**config.mk**
```make
export PLATFORM = sky130hd
export DESIGN_NAME = button_press_classifier
export DESIGN_NICKNAME = d
export VERILOG_FILES = /design/src/rtl/button_press_classifier.sv
export SDC_FILE = /design/constraint.sdc
export NUM_CORES = 1
export LEC_CHECK = 0
export ABC_CLOCK_PERIOD_IN_PS = 4000
export CORE_MARGIN = 2
export CORE_UTILIZATION = 48
export CTS_BUF_LIST = sky130_fd_sc_hd__clkbuf_8
export CTS_CLUSTER_DIAMETER = 50
export DETAILED_ROUTE_END_ITERATION = 10
export PLACE_DENSITY = 0.66
export SLEW_MARGIN = 5
export SYNTH_ARGS = -nofsm -noshare
export SYNTH_HDL_FRONTEND = slang
export SYNTH_SLANG_ARGS = --single-unit
```
**constraint.sdc**
```tcl
create_clock -name clock -period 4 [get_ports clock]
set_input_delay 0.6 -clock clock [delete_from_list [all_inputs] [get_ports clock]]
set_output_delay 0.6 -clock clock [all_outputs]
set_load 0.03 [all_outputs]
```
**src/rtl/button_press_classifier.sv**
```systemverilog
// ============================================================================
//  Module      : button_press_classifier
//  Description : Synchronizes and debounces a raw button pin, then classifies
//                gestures into short, long and double press pulses.
//  Revision    : 1.0 - initial release
// ============================================================================
`timescale 1ns/1ps
`default_nettype none

module button_press_classifier #(
    parameter int DEBOUNCE_CLOCK_PERIODS   = 16000,
    parameter int LONG_PRESS_CLOCK_PERIODS = 8000000,
    parameter int DOUBLE_GAP_CLOCK_PERIODS = 4000000
) (
    input  logic       clock,
    input  logic       reset,
    input  logic       button_raw,
    output logic       button_stable,
    output logic       short_press,
    output logic       long_press,
    output logic       double_press,
    output logic [7:0] event_count
);

    localparam int c_max_periods = (LONG_PRESS_CLOCK_PERIODS > DOUBLE_GAP_CLOCK_PERIODS) ?
                                   LONG_PRESS_CLOCK_PERIODS : DOUBLE_GAP_CLOCK_PERIODS;
    localparam int c_timer_width = $clog2(c_max_periods + 1);
    localparam int c_deb_width   = $clog2(DEBOUNCE_CLOCK_PERIODS + 1);

    localparam logic [c_timer_width-1:0] c_timer_max = '1;
    localparam logic [c_timer_width-1:0] c_long_last = c_timer_width'(LONG_PRESS_CLOCK_PERIODS - 1);
    localparam logic [c_timer_width-1:0] c_gap_last  = c_timer_width'(DOUBLE_GAP_CLOCK_PERIODS - 1);
    localparam logic [c_deb_width-1:0]   c_deb_last  = c_deb_width'(DEBOUNCE_CLOCK_PERIODS - 1);

    typedef enum logic [2:0] {
        IDLE      = 3'd0,
        PRESSED1  = 3'd1,
        LONG_HELD = 3'd2,
        WAIT_GAP  = 3'd3,
        PRESSED2  = 3'd4
    } state_t;

    state_t                   r_state;
    logic                     r_sync_meta;
    logic                     r_sync;
    logic [c_deb_width-1:0]   r_deb_cnt;
    logic [c_timer_width-1:0] r_timer;

    logic                     w_toggle;
    logic                     w_rise;
    logic                     w_fall;
    logic [c_timer_width-1:0] w_timer_next;

    // Edge events coincide with the cycle button_stable changes, so the timer
    // restarts at the same edge and counts cycles of the new level directly.
    assign w_toggle     = (r_sync != button_stable) && (r_deb_cnt == c_deb_last);
    assign w_rise       = w_toggle && !button_stable;
    assign w_fall       = w_toggle &&  button_stable;
    assign w_timer_next = (r_timer == c_timer_max) ? r_timer : r_timer + 1'b1;

    always_ff @(posedge clock) begin
        if (reset) begin
            r_sync_meta   <= 1'b0;
            r_sync        <= 1'b0;
            r_deb_cnt     <= '0;
            button_stable <= 1'b0;
        end else begin
            r_sync_meta <= button_raw;
            r_sync      <= r_sync_meta;
            if (r_sync == button_stable) begin
                r_deb_cnt <= '0;
            end else if (w_toggle) begin
                r_deb_cnt     <= '0;
                button_stable <= ~button_stable;
            end else begin
                r_deb_cnt <= r_deb_cnt + 1'b1;
            end
        end
    end

    always_ff @(posedge clock) begin
        if (reset) begin
            r_state      <= IDLE;
            r_timer      <= '0;
            short_press  <= 1'b0;
            long_press   <= 1'b0;
            double_press <= 1'b0;
            event_count  <= 8'd0;
        end else begin
            short_press  <= 1'b0;
            long_press   <= 1'b0;
            double_press <= 1'b0;
            r_timer      <= w_timer_next;
            if (short_press || long_press || double_press) begin
                event_count <= event_count + 8'd1;
            end

            case (r_state)
                IDLE: begin
                    if (w_rise) begin
                        r_state <= PRESSED1;
                        r_timer <= '0;
                    end
                end
                PRESSED1: begin
                    if (r_timer == c_long_last) begin
                        long_press <= 1'b1;
                        r_state    <= LONG_HELD;
                    end else if (w_fall) begin
                        r_state <= WAIT_GAP;
                        r_timer <= '0;
                    end
                end
                LONG_HELD: begin
                    if (!button_stable) begin
                        r_state <= IDLE;
                    end
                end
                WAIT_GAP: begin
                    // A rise landing on the expiry edge starts a fresh gesture.
                    if (r_timer == c_gap_last) begin
                        short_press <= 1'b1;
                        r_state     <= w_rise ? PRESSED1 : IDLE;
                        r_timer     <= '0;
                    end else if (w_rise) begin
                        r_state <= PRESSED2;
                        r_timer <= '0;
                    end
                end
                PRESSED2: begin
                    if (!button_stable) begin
                        double_press <= 1'b1;
                        r_state      <= IDLE;
                    end
                end
                default: begin
                    r_state <= IDLE;
                end
            endcase
        end
    end

endmodule

`default_nettype wire

```
---- After elaboration in Yosys (flattened, before gate mapping) ----
Index checks and enable logic that the tools add are counted.
cells by class
  multipliers ............................. 0
  bitwise operators ....................... 5
  multiplexer cells ....................... 17
  magnitude comparators ................... 0
  reductions and logical operators ........ 14
  equal/unequal tests ..................... 14
  divide/modulo/power cells ............... 0
  shift operators ......................... 0
  add/subtract/negate cells ............... 3
operators with widths
  cell                   count
  $mux 23                5
  $pmux 23 s3            1
  $eq 23x23->1 const B   2
  $add 23x1->23 const B  1
  $eq 23x22->1 const B   1
  $mux 3                 6
  $add 14x1->14 const B  1
  $eq 14x14->1 const B   1
  $pmux 3 s4             1
  $add 8x1->8 const B    1
  $reduce_or 2->1        4
  $eq 3x2->1 const B     2
  $ne 3x3->1 const B     2
  $not 1->1              5
  $mux 1                 4
  $ne 2x2->1 const B     2
  $reduce_and 4->1       1
  $eq 3x1->1 const B     1
  $eq 3x3->1 const B     1
  $logic_and 1x1->1      3
  $logic_not 3->1        1
  $reduce_or 3->1        1
  $logic_or 1x1->1       2
  $reduce_and 2->1       1
  other kinds (3)        3
word-level totals
  output and inout bits ................... 12
  memories ................................ 0
  memory bits (writable) .................. 0
  flip-flop bits (word level) ............. 54
  bits in latches ......................... 0
  bits of input ports ..................... 3
  logic and storage cells ................. 63
  ROM bits ................................ 0

---- Depth between registers and ports, before layout ----
Gate-level depths: netlist of run 1.
  depth after elaboration ................. 6
  depth in mapped cells ................... 8
  mapped depth without buffers ............ 7

---- Worst setup path before layout of run 1 ----
OpenSTA, ideal clock, no wires.
  path type ............................... reg2reg
  from .................................... register r_timer[0]
  to ...................................... register r_timer[19]
  arrival ................................. 1.858 ns
  cell stages (with the launch flop) ...... 9
  period minus slack after synthesis ...... 1.973 ns
  buffers on the path ..................... 1
  setup slack ............................. 2.027 ns
  library setup time ...................... 0.115 ns
  required time ........................... 3.885 ns
  cells stage by stage .................... dfxtp_1 ha_1 nand2_1 or3_1 nor3_1 buf_2 nor4_1 xnor2_1 nor2_2
between the ends
  cells in the longest elaborated chain, start to end .. 5
  elaborated cells between the ends (all ways) .. 10
  those cells by class .................... add/sub: 1; eq/ne: 3; mux: 6
ends and longest elaborated chain
  item                                                  line           text
  from (decl)                                           47             logic [c_timer_width-1:0] r_timer;
  from (signal assigned)                                93             r_timer <= w_timer_next;
  $add 23x1->23 / $eq 23x23->1 (equally long branches)  59             assign w_timer_next = (r_timer == c_timer_max) ? r_timer : r_timer + 1'b1;
  $mux 23                                               59
  $mux 23 (on tied branches)                            100, 125, 109
  $mux 23 (on tied branches)                            121, 106
  $pmux 23 s3 (*)                                       98             case (r_state)
Every way passes the cells marked *; elsewhere a longest branch is shown, timed or not.
A chain may end at the register's enable or synchronous reset.

---- Worst setup path after layout of run 1 ----
  from .................................... register r_timer[0]
  to ...................................... register r_timer[2]
Same word-level chain as after synthesis.

==> run_summary.xml, run 1 <==
<?xml version="1.0" encoding="UTF-8"?>
<metrics>
  <group name="floorplan">
    <metric name="die_h" unit="um">77.1</metric>
    <metric name="fp.coreArea" unit="um^2">5140</metric>
    <metric name="overall_die_width" unit="um">77.1</metric>
    <metric name="core.rowCount" unit="">26</metric>
    <metric name="die_area" unit="um^2">5950</metric>
    <metric name="design.portCount" unit="">15</metric>
    <metric name="initial_utilization" unit="%">50.0</metric>
  </group>
  <group name="setup_path">
    <metric name="timing.critical_path.from_type" unit="">register</metric>
    <metric name="critical_path.cell_chain" unit="">ha_1 -&gt; nand2_1 -&gt; or3_1 -&gt; nor3_1 -&gt; buf_4 -&gt; nand2b_1 -&gt; xor2_1 -&gt; nor2_2</metric>
    <metric name="timing.setup.critical_path_class" unit="">register to register</metric>
    <metric name="timing.critical_path.to_type" unit="">register</metric>
    <metric name="slowest_delay" unit="ns">0.51</metric>
    <metric name="timing.critical_path.buf_inv" unit="">1</metric>
    <metric name="path_delay_family" unit="">simple AND/OR/NAND/NOR gates</metric>
    <metric name="crit_path_top_delay_cell" unit="">sky130_fd_sc_hd__nor3_1</metric>
    <metric name="critical_path.max_fanout" unit="">8</metric>
    <metric name="worst_ep_arrival_time" unit="ns">2.60</metric>
    <metric name="worst_ep_required_time" unit="ns">4.19</metric>
  </group>
  <group name="sta">
    <metric name="rsz0062_at_grt" unit="">no</metric>
    <metric name="setup_viol" unit="">0</metric>
    <metric name="total_count_of_max_transition_violations_in_the_final_report" unit="">0</metric>
    <metric name="final-hold-violation-count" unit="">0</metric>
    <metric name="post-route-min-period" unit="ns">2.41</metric>
    <metric name="clock_skew" unit="ns">0.00990</metric>
    <metric name="worstMarginPinSlew" unit="ns">0.691</metric>
    <metric name="final_critical_path_setup_slack" unit="ns">1.59</metric>
    <metric name="worst_slew_margin_rel" unit="%">53.9</metric>
    <metric name="achievable_clock_frequency" unit="GHz">0.415</metric>
    <metric name="fin_setup_tns" unit="ns">0</metric>
    <metric name="final_min_period_over_clock_period" unit="%">60.2</metric>
  </group>
  <group name="layout">
    <metric name="layout.cells.most_common" unit="">sky130_fd_sc_hd__dfxtp_1</metric>
    <metric name="num_antenna_cells" unit="">0</metric>
    <metric name="multi_input_comb_area" unit="um^2">1430</metric>
    <metric name="stdcell_count" unit="">378</metric>
    <metric name="drive_above_1_share" unit="%">12.3</metric>
    <metric name="finish.net_count" unit="">313</metric>
    <metric name="sequential_standard_cell_area" unit="um^2">1080</metric>
    <metric name="areaGrowthSynthToFinish" unit="%">11.1</metric>
    <metric name="layout_common_cells" unit="">54 x sky130_fd_sc_hd__dfxtp_1, 43 x sky130_fd_sc_hd__nor2_1, 23 x sky130_fd_sc_hd__nand2_1, 20 x sky130_fd_sc_hd__xor2_1, 20 x sky130_fd_sc_hd__nor2_2</metric>
    <metric name="nFillCells" unit="">482</metric>
  </group>
  <group name="synth">
    <metric name="synth-edff-count" unit="">0</metric>
    <metric name="synth.cell_area" unit="um^2">2570</metric>
    <metric name="synthCells" unit="">293</metric>
    <metric name="ys_seq_elements" unit="">54</metric>
    <metric name="synth_area_per_cell" unit="um^2">8.76</metric>
    <metric name="ys_seq_area_share" unit="%">42.1</metric>
    <metric name="ys_warns" unit="">0</metric>
    <metric name="postSynth.topFlopCell" unit="">sky130_fd_sc_hd__dfxtp_1</metric>
    <metric name="synthArstFlopShare" unit="%">0</metric>
    <metric name="syn-num-nets" unit="">299</metric>
    <metric name="post_synth_num_cell_types" unit="">45</metric>
  </group>
  <group name="placement">
    <metric name="hpwl" unit="mm">3.16</metric>
    <metric name="placed_cells" unit="">370</metric>
    <metric name="io_buffer_count" unit="">14</metric>
    <metric name="pre_cts_slack" unit="ns">1.54</metric>
    <metric name="routability_congestion" unit="">0.788</metric>
  </group>
  <group name="clocking">
    <metric name="cts.root.buffer_cell" unit="">sky130_fd_sc_hd__clkbuf_8</metric>
    <metric name="clk-insertion-delay-late" unit="ns">0.31</metric>
    <metric name="postcts_resize_cnt" unit="">0</metric>
    <metric name="clock_edge_transition_at_the_registers_on_the_reported_setup_and_hold_paths" unit="ns">0.10</metric>
    <metric name="tritoncts_buffer_count" unit="">5</metric>
    <metric name="ctsHtreeMaxLevel" unit="">2</metric>
    <metric name="cts_tree" unit="">built</metric>
    <metric name="cts_setup_buffers" unit="">0</metric>
    <metric name="cts_buffer_depth" unit="">2</metric>
    <metric name="cts.sinks" unit="">54</metric>
    <metric name="holdBufCountCts" unit="">0</metric>
  </group>
  <group name="routing">
    <metric name="routed-via-count" unit="">1958</metric>
    <metric name="drt-wirelength-per-cell" unit="um">11.9</metric>
    <metric name="drt_wl_total" unit="mm">4.51</metric>
    <metric name="drc" unit="">0</metric>
    <metric name="drt_first_pass_iters" unit="">4</metric>
    <metric name="antenna_violating_nets_post_route" unit="">0</metric>
    <metric name="avgViaCountPerCell" unit="">5.18</metric>
    <metric name="dr.first_iter.drc_count" unit="">106</metric>
  </group>
  <group name="global_routing">
    <metric name="grt_pass1_vias" unit="">1812</metric>
    <metric name="gr-total-overflow" unit="">0</metric>
    <metric name="grt_start_max_net_pins" unit="">24</metric>
    <metric name="antenna_found_initial" unit="">0</metric>
    <metric name="grt_first_pass_wirelength" unit="mm">7.83</metric>
    <metric name="global_route.usage.total" unit="%">16.4</metric>
  </group>
  <group name="job">
    <metric name="maxCapViolCount" unit="">0</metric>
  </group>
  <group name="status">
    <metric name="status" unit="">completed</metric>
  </group>
  <group name="power_and_ir_drop">
    <metric name="power.static_leakage" unit="nW">0.941</metric>
    <metric name="ir_worst_vdd" unit="mV">0.192</metric>
    <metric name="power_density" unit="nW/um^2">341</metric>
  </group>
  <group name="worst_hold_path">
    <metric name="hold_path.class" unit="">register to register</metric>
  </group>
</metrics>
[state kept, by name, summed over array words and instances (netlist names)]
name           cells
event_count        8
r_timer           23
button_stable      1
r_sync             1
r_deb_cnt         14
r_state            3
short_press        1
r_sync_meta        1
double_press       1
long_press         1
[cell families after synthesis]
family	count (synthesis)	share of synthesized area, %
AO/OA/AOI/OAI	17	5.31
XOR/XNOR	39	13.3
adder cells (fa/ha/maj)	3	1.46
buffers and inverters	12	2.39
flip-flops	54	42.1
multiplexers	3	1.17
AND/OR/NAND/NOR	165	34.3
[Yosys cell counts (4+ instances only)]
master                     number  area share [%]
sky130_fd_sc_hd__and3_1         8             1.9
sky130_fd_sc_hd__clkbuf_1       5            0.73
sky130_fd_sc_hd__nor2b_1        5             1.2
sky130_fd_sc_hd__nor2_1        43             6.3
sky130_fd_sc_hd__inv_1          4            0.58
sky130_fd_sc_hd__nand2b_1       4            0.97
sky130_fd_sc_hd__nor3_1        12             2.3
sky130_fd_sc_hd__nand3_1       17             3.3
sky130_fd_sc_hd__nor2_2        20             4.9
sky130_fd_sc_hd__xnor2_1       19             6.5
sky130_fd_sc_hd__xor2_1        20             6.8
sky130_fd_sc_hd__nand4_1        7             1.7
sky130_fd_sc_hd__dfxtp_1       54              42
sky130_fd_sc_hd__nor4_1         4            0.97
sky130_fd_sc_hd__nand2_1       23             3.4
[path summary, 6_finish.rpt]
path,startpoint,end,slack [ns],cells after the start
setup reg to reg,r_timer[0],r_timer[2],1.59,8
hold reg to reg,r_deb_cnt[0],r_deb_cnt[0],0.45,1
hold / removal,r_deb_cnt[0],r_deb_cnt[0],0.45,1
setup / recovery,r_timer[0],r_timer[2],1.59,8
[where the power goes]
| group | switching [mW] | internal, mW |
|---|---|---|
| sequential | 0.0158 | 0.551 |
| combinational | 0.0577 | 0.0357 |
| clock | 0.174 | 0.139 |
[layout make-up]
type	count	share of cell area [%]
multi-input cells	227	50.0
flip-flops and latches	54	37.9
repair buffers	15	5.18
well taps	70	3.07
clock buffers	6	2.90
inverters	4	0.527
clock inverters	2	0.439
[routing by layer]
layer / GRT usage (%) / vias up / share of wire (%)
met2: 27.3 / 28 / 45
met3: 3.88 / 7 / 2.8
li1: - / 1033 / -
met4: 7.50 / 0 / 1.6
met1: 19.9 / 890 / 50
met5: 0 / - / 0
[through the flow]
step	utilization [%]	hold slack, ns	power (mW)	cell area, um^2
3_3_place_gp	53.6	0.432	0.673	2760
5_1_grt	55.5	0.479	1.02	2850
4_1_cts	55.5	0.454	0.987	2850
6_report	55.5	0.449	0.974	2850
3_5_place_dp	53.6	0.431	0.674	2760
2_1_floorplan	-	0.414	0.664	2570
Power figures use the tool's default switching activity.
==> run 2: changes to the inputs <==
- ABC_CLOCK_PERIOD_IN_PS: 4000 -> 2500
- clock period: 4 -> 2.5 ns (I/O delays scaled with it)
==> run_summary.xml, run 2 (synthesis results as in run 1) <==
<?xml version="1.0" encoding="UTF-8"?>
<metrics>
  <group name="floorplan">
    <metric name="fp.coreArea" unit="um^2">5140</metric>
    <metric name="design.portCount" unit="">15</metric>
    <metric name="initial_utilization" unit="%">50.0</metric>
    <metric name="die_h" unit="um">77.1</metric>
    <metric name="overall_die_width" unit="um">77.1</metric>
    <metric name="core.rowCount" unit="">26</metric>
    <metric name="die_area" unit="um^2">5950</metric>
  </group>
  <group name="status">
    <metric name="status" unit="">completed</metric>
  </group>
  <group name="global_routing">
    <metric name="global_route.usage.total" unit="%">16.4</metric>
    <metric name="antenna_found_initial" unit="">0</metric>
    <metric name="grt_start_max_net_pins" unit="">24</metric>
    <metric name="gr-total-overflow" unit="">0</metric>
    <metric name="grt_first_pass_wirelength" unit="mm">8.27</metric>
    <metric name="grt_pass1_vias" unit="">1845</metric>
  </group>
  <group name="sta">
    <metric name="clock_skew" unit="ns">0.00549</metric>
    <metric name="worstMarginPinSlew" unit="ns">0.503</metric>
    <metric name="final-hold-violation-count" unit="">0</metric>
    <metric name="total_count_of_max_transition_violations_in_the_final_report" unit="">0</metric>
    <metric name="final_min_period_over_clock_period" unit="%">91.6</metric>
    <metric name="setup_viol" unit="">0</metric>
    <metric name="achievable_clock_frequency" unit="GHz">0.437</metric>
    <metric name="worst_slew_margin_rel" unit="%">66.2</metric>
    <metric name="post-route-min-period" unit="ns">2.29</metric>
    <metric name="rsz0062_at_grt" unit="">no</metric>
    <metric name="fin_setup_tns" unit="ns">0</metric>
  </group>
  <group name="job">
    <metric name="maxCapViolCount" unit="">0</metric>
  </group>
  <group name="clocking">
    <metric name="postcts_resize_cnt" unit="">0</metric>
    <metric name="cts_tree" unit="">built</metric>
    <metric name="cts_setup_buffers" unit="">0</metric>
    <metric name="cts_buffer_depth" unit="">2</metric>
    <metric name="holdBufCountCts" unit="">0</metric>
    <metric name="ctsHtreeMaxLevel" unit="">2</metric>
    <metric name="tritoncts_buffer_count" unit="">5</metric>
    <metric name="clk-insertion-delay-late" unit="ns">0.30</metric>
    <metric name="cts.root.buffer_cell" unit="">sky130_fd_sc_hd__clkbuf_8</metric>
    <metric name="cts.sinks" unit="">54</metric>
    <metric name="clock_edge_transition_at_the_registers_on_the_reported_setup_and_hold_paths" unit="ns">0.09</metric>
  </group>
  <group name="layout">
    <metric name="top_register" unit="">r_timer</metric>
    <metric name="layout.cells.most_common" unit="">sky130_fd_sc_hd__dfxtp_1</metric>
    <metric name="num_antenna_cells" unit="">0</metric>
    <metric name="nFillCells" unit="">514</metric>
    <metric name="largest_reg_flops" unit="">23</metric>
    <metric name="drive_above_1_share" unit="%">13.2</metric>
    <metric name="stdcell_count" unit="">381</metric>
    <metric name="areaGrowthSynthToFinish" unit="%">13.0</metric>
    <metric name="finish.net_count" unit="">316</metric>
    <metric name="largestRegisters" unit="">r_timer (23), r_deb_cnt (14), event_count (8)</metric>
    <metric name="layout_common_cells" unit="">54 x sky130_fd_sc_hd__dfxtp_1, 43 x sky130_fd_sc_hd__nor2_1, 23 x sky130_fd_sc_hd__nand2_1, 20 x sky130_fd_sc_hd__xor2_1, 20 x sky130_fd_sc_hd__nor2_2</metric>
    <metric name="utilization" unit="%">56.5</metric>
    <metric name="layout.cell_area.non_filler" unit="um^2">2900</metric>
  </group>
  <group name="worst_hold_path">
    <metric name="hold_crit_depth" unit="">1</metric>
    <metric name="critical_hold_path_startpoint" unit="">r_deb_cnt[0]</metric>
    <metric name="hold_path.class" unit="">register to register</metric>
    <metric name="holdPathEnd" unit="">r_deb_cnt[0]</metric>
  </group>
  <group name="power_and_ir_drop">
    <metric name="p_comb_share" unit="%">10.2</metric>
    <metric name="power.switching" unit="mW">0.388</metric>
    <metric name="seq_power_share" unit="%">56.0</metric>
    <metric name="sw_frac_of_total" unit="%">23.9</metric>
    <metric name="ir_worst_vdd" unit="mV">0.265</metric>
    <metric name="internal_power" unit="mW">1.23</metric>
    <metric name="power_density" unit="nW/um^2">559</metric>
    <metric name="clkPwrFrac" unit="%">33.8</metric>
    <metric name="post-layout-total-power" unit="mW">1.62</metric>
    <metric name="power.static_leakage" unit="nW">0.971</metric>
  </group>
  <group name="setup_path">
    <metric name="timing.critical_path.from_type" unit="">register</metric>
    <metric name="timing.critical_path.to_type" unit="">register</metric>
    <metric name="critical_path.cell_chain" unit="">ha_1 -&gt; nand2_1 -&gt; nor3_1 -&gt; nand4_2 -&gt; a211o_1 -&gt; a31o_2 -&gt; buf_12 -&gt; a21oi_1</metric>
    <metric name="critical_path.max_fanout" unit="">23</metric>
    <metric name="crit-reg2reg-capture" unit="">r_timer[5]</metric>
    <metric name="crit_path_top_delay_cell" unit="">sky130_fd_sc_hd__nor3_1</metric>
    <metric name="timing.critical_path.buf_inv" unit="">1</metric>
    <metric name="slowest_delay" unit="ns">0.43</metric>
    <metric name="timing.setup.critical_path_class" unit="">register to register</metric>
    <metric name="worst-r2r-setup-slack" unit="ns">0.21</metric>
    <metric name="worst_ep_arrival_time" unit="ns">2.52</metric>
    <metric name="worst_ep_required_time" unit="ns">2.73</metric>
    <metric name="r2r-start" unit="">r_timer[0]</metric>
    <metric name="path_delay_family" unit="">simple AND/OR/NAND/NOR gates</metric>
    <metric name="rr_worst_depth" unit="">8</metric>
  </group>
  <group name="routing">
    <metric name="dr.first_iter.drc_count" unit="">100</metric>
    <metric name="drt_first_pass_iters" unit="">4</metric>
    <metric name="met1_length" unit="mm">2.31</metric>
    <metric name="antenna_violating_nets_post_route" unit="">0</metric>
    <metric name="maxUsedRoutingLayer" unit="">met4</metric>
    <metric name="detailroute.wirelength.met2" unit="mm">2.14</metric>
    <metric name="drc" unit="">0</metric>
    <metric name="routed-via-count" unit="">2024</metric>
    <metric name="drt-wirelength-per-cell" unit="um">12.2</metric>
    <metric name="avgViaCountPerCell" unit="">5.31</metric>
    <metric name="route.met3.wl" unit="um">140</metric>
    <metric name="drt_wl_total" unit="mm">4.64</metric>
  </group>
  <group name="placement">
    <metric name="dpl-instance-area" unit="um^2">2790</metric>
    <metric name="io_buffer_count" unit="">14</metric>
    <metric name="placed_cells" unit="">373</metric>
    <metric name="routability_congestion" unit="">0.810</metric>
    <metric name="hpwl" unit="mm">3.38</metric>
  </group>
</metrics>
==> run 2: stage by stage <==
| step | setup WS [ns] | hold WS [ns] |
|---|---|---|
| 2_1_floorplan | 0.527 | 0.414 |
| 3_3_place_gp | 0.281 | 0.433 |
| 3_5_place_dp | 0.251 | 0.443 |
| 4_1_cts | 0.213 | 0.457 |
| 5_1_grt | 0.0433 | 0.476 |
| 6_report | 0.210 | 0.452 |
==> run 2: area by class of cell <==
type / count / area [um^2] / area share (%)
clock buffers: 8 / 110 / 3.79
multi-input cells: 227 / 1430 / 49.1
inverters: 4 / 15.0 / 0.517
repair buffers: 18 / 183 / 6.30
flip-flops and latches: 54 / 1080 / 37.3
well taps: 70 / 87.6 / 3.02
==> run 2: power groups by stage <==
stage	clock [mW]	sequential [mW]	combinational [mW]
floorplan	0	0.921	0.141
global placement	0	0.927	0.167
detailed placement	0	0.927	0.168
global route	0.599	0.913	0.182
finish	0.548	0.907	0.166
CTS	0.572	0.907	0.169
==> run 2: worst max path at each step <==
stage | slack (ns) | end | startpoint | cells past startpoint
2_1_floorplan | 0.53 | r_timer[19] | r_timer[0] | 8
3_3_place_gp | 0.28 | r_timer[5] | r_timer[0] | 8
3_5_place_dp | 0.25 | r_timer[5] | r_timer[0] | 8
4_1_cts | 0.21 | r_timer[5] | r_timer[0] | 8
5_1_grt | 0.04 | r_timer[5] | r_timer[0] | 8
6_report | 0.21 | r_timer[5] | r_timer[0] | 8
==> run 2: metal layers <==
layer | global-route usage, % | vias up
met4 | 4.64 | 0
met2 | 26.4 | 28
li1 | - | 1038
met3 | 3.41 | 5
met1 | 22.3 | 953
met5 | 0 | -
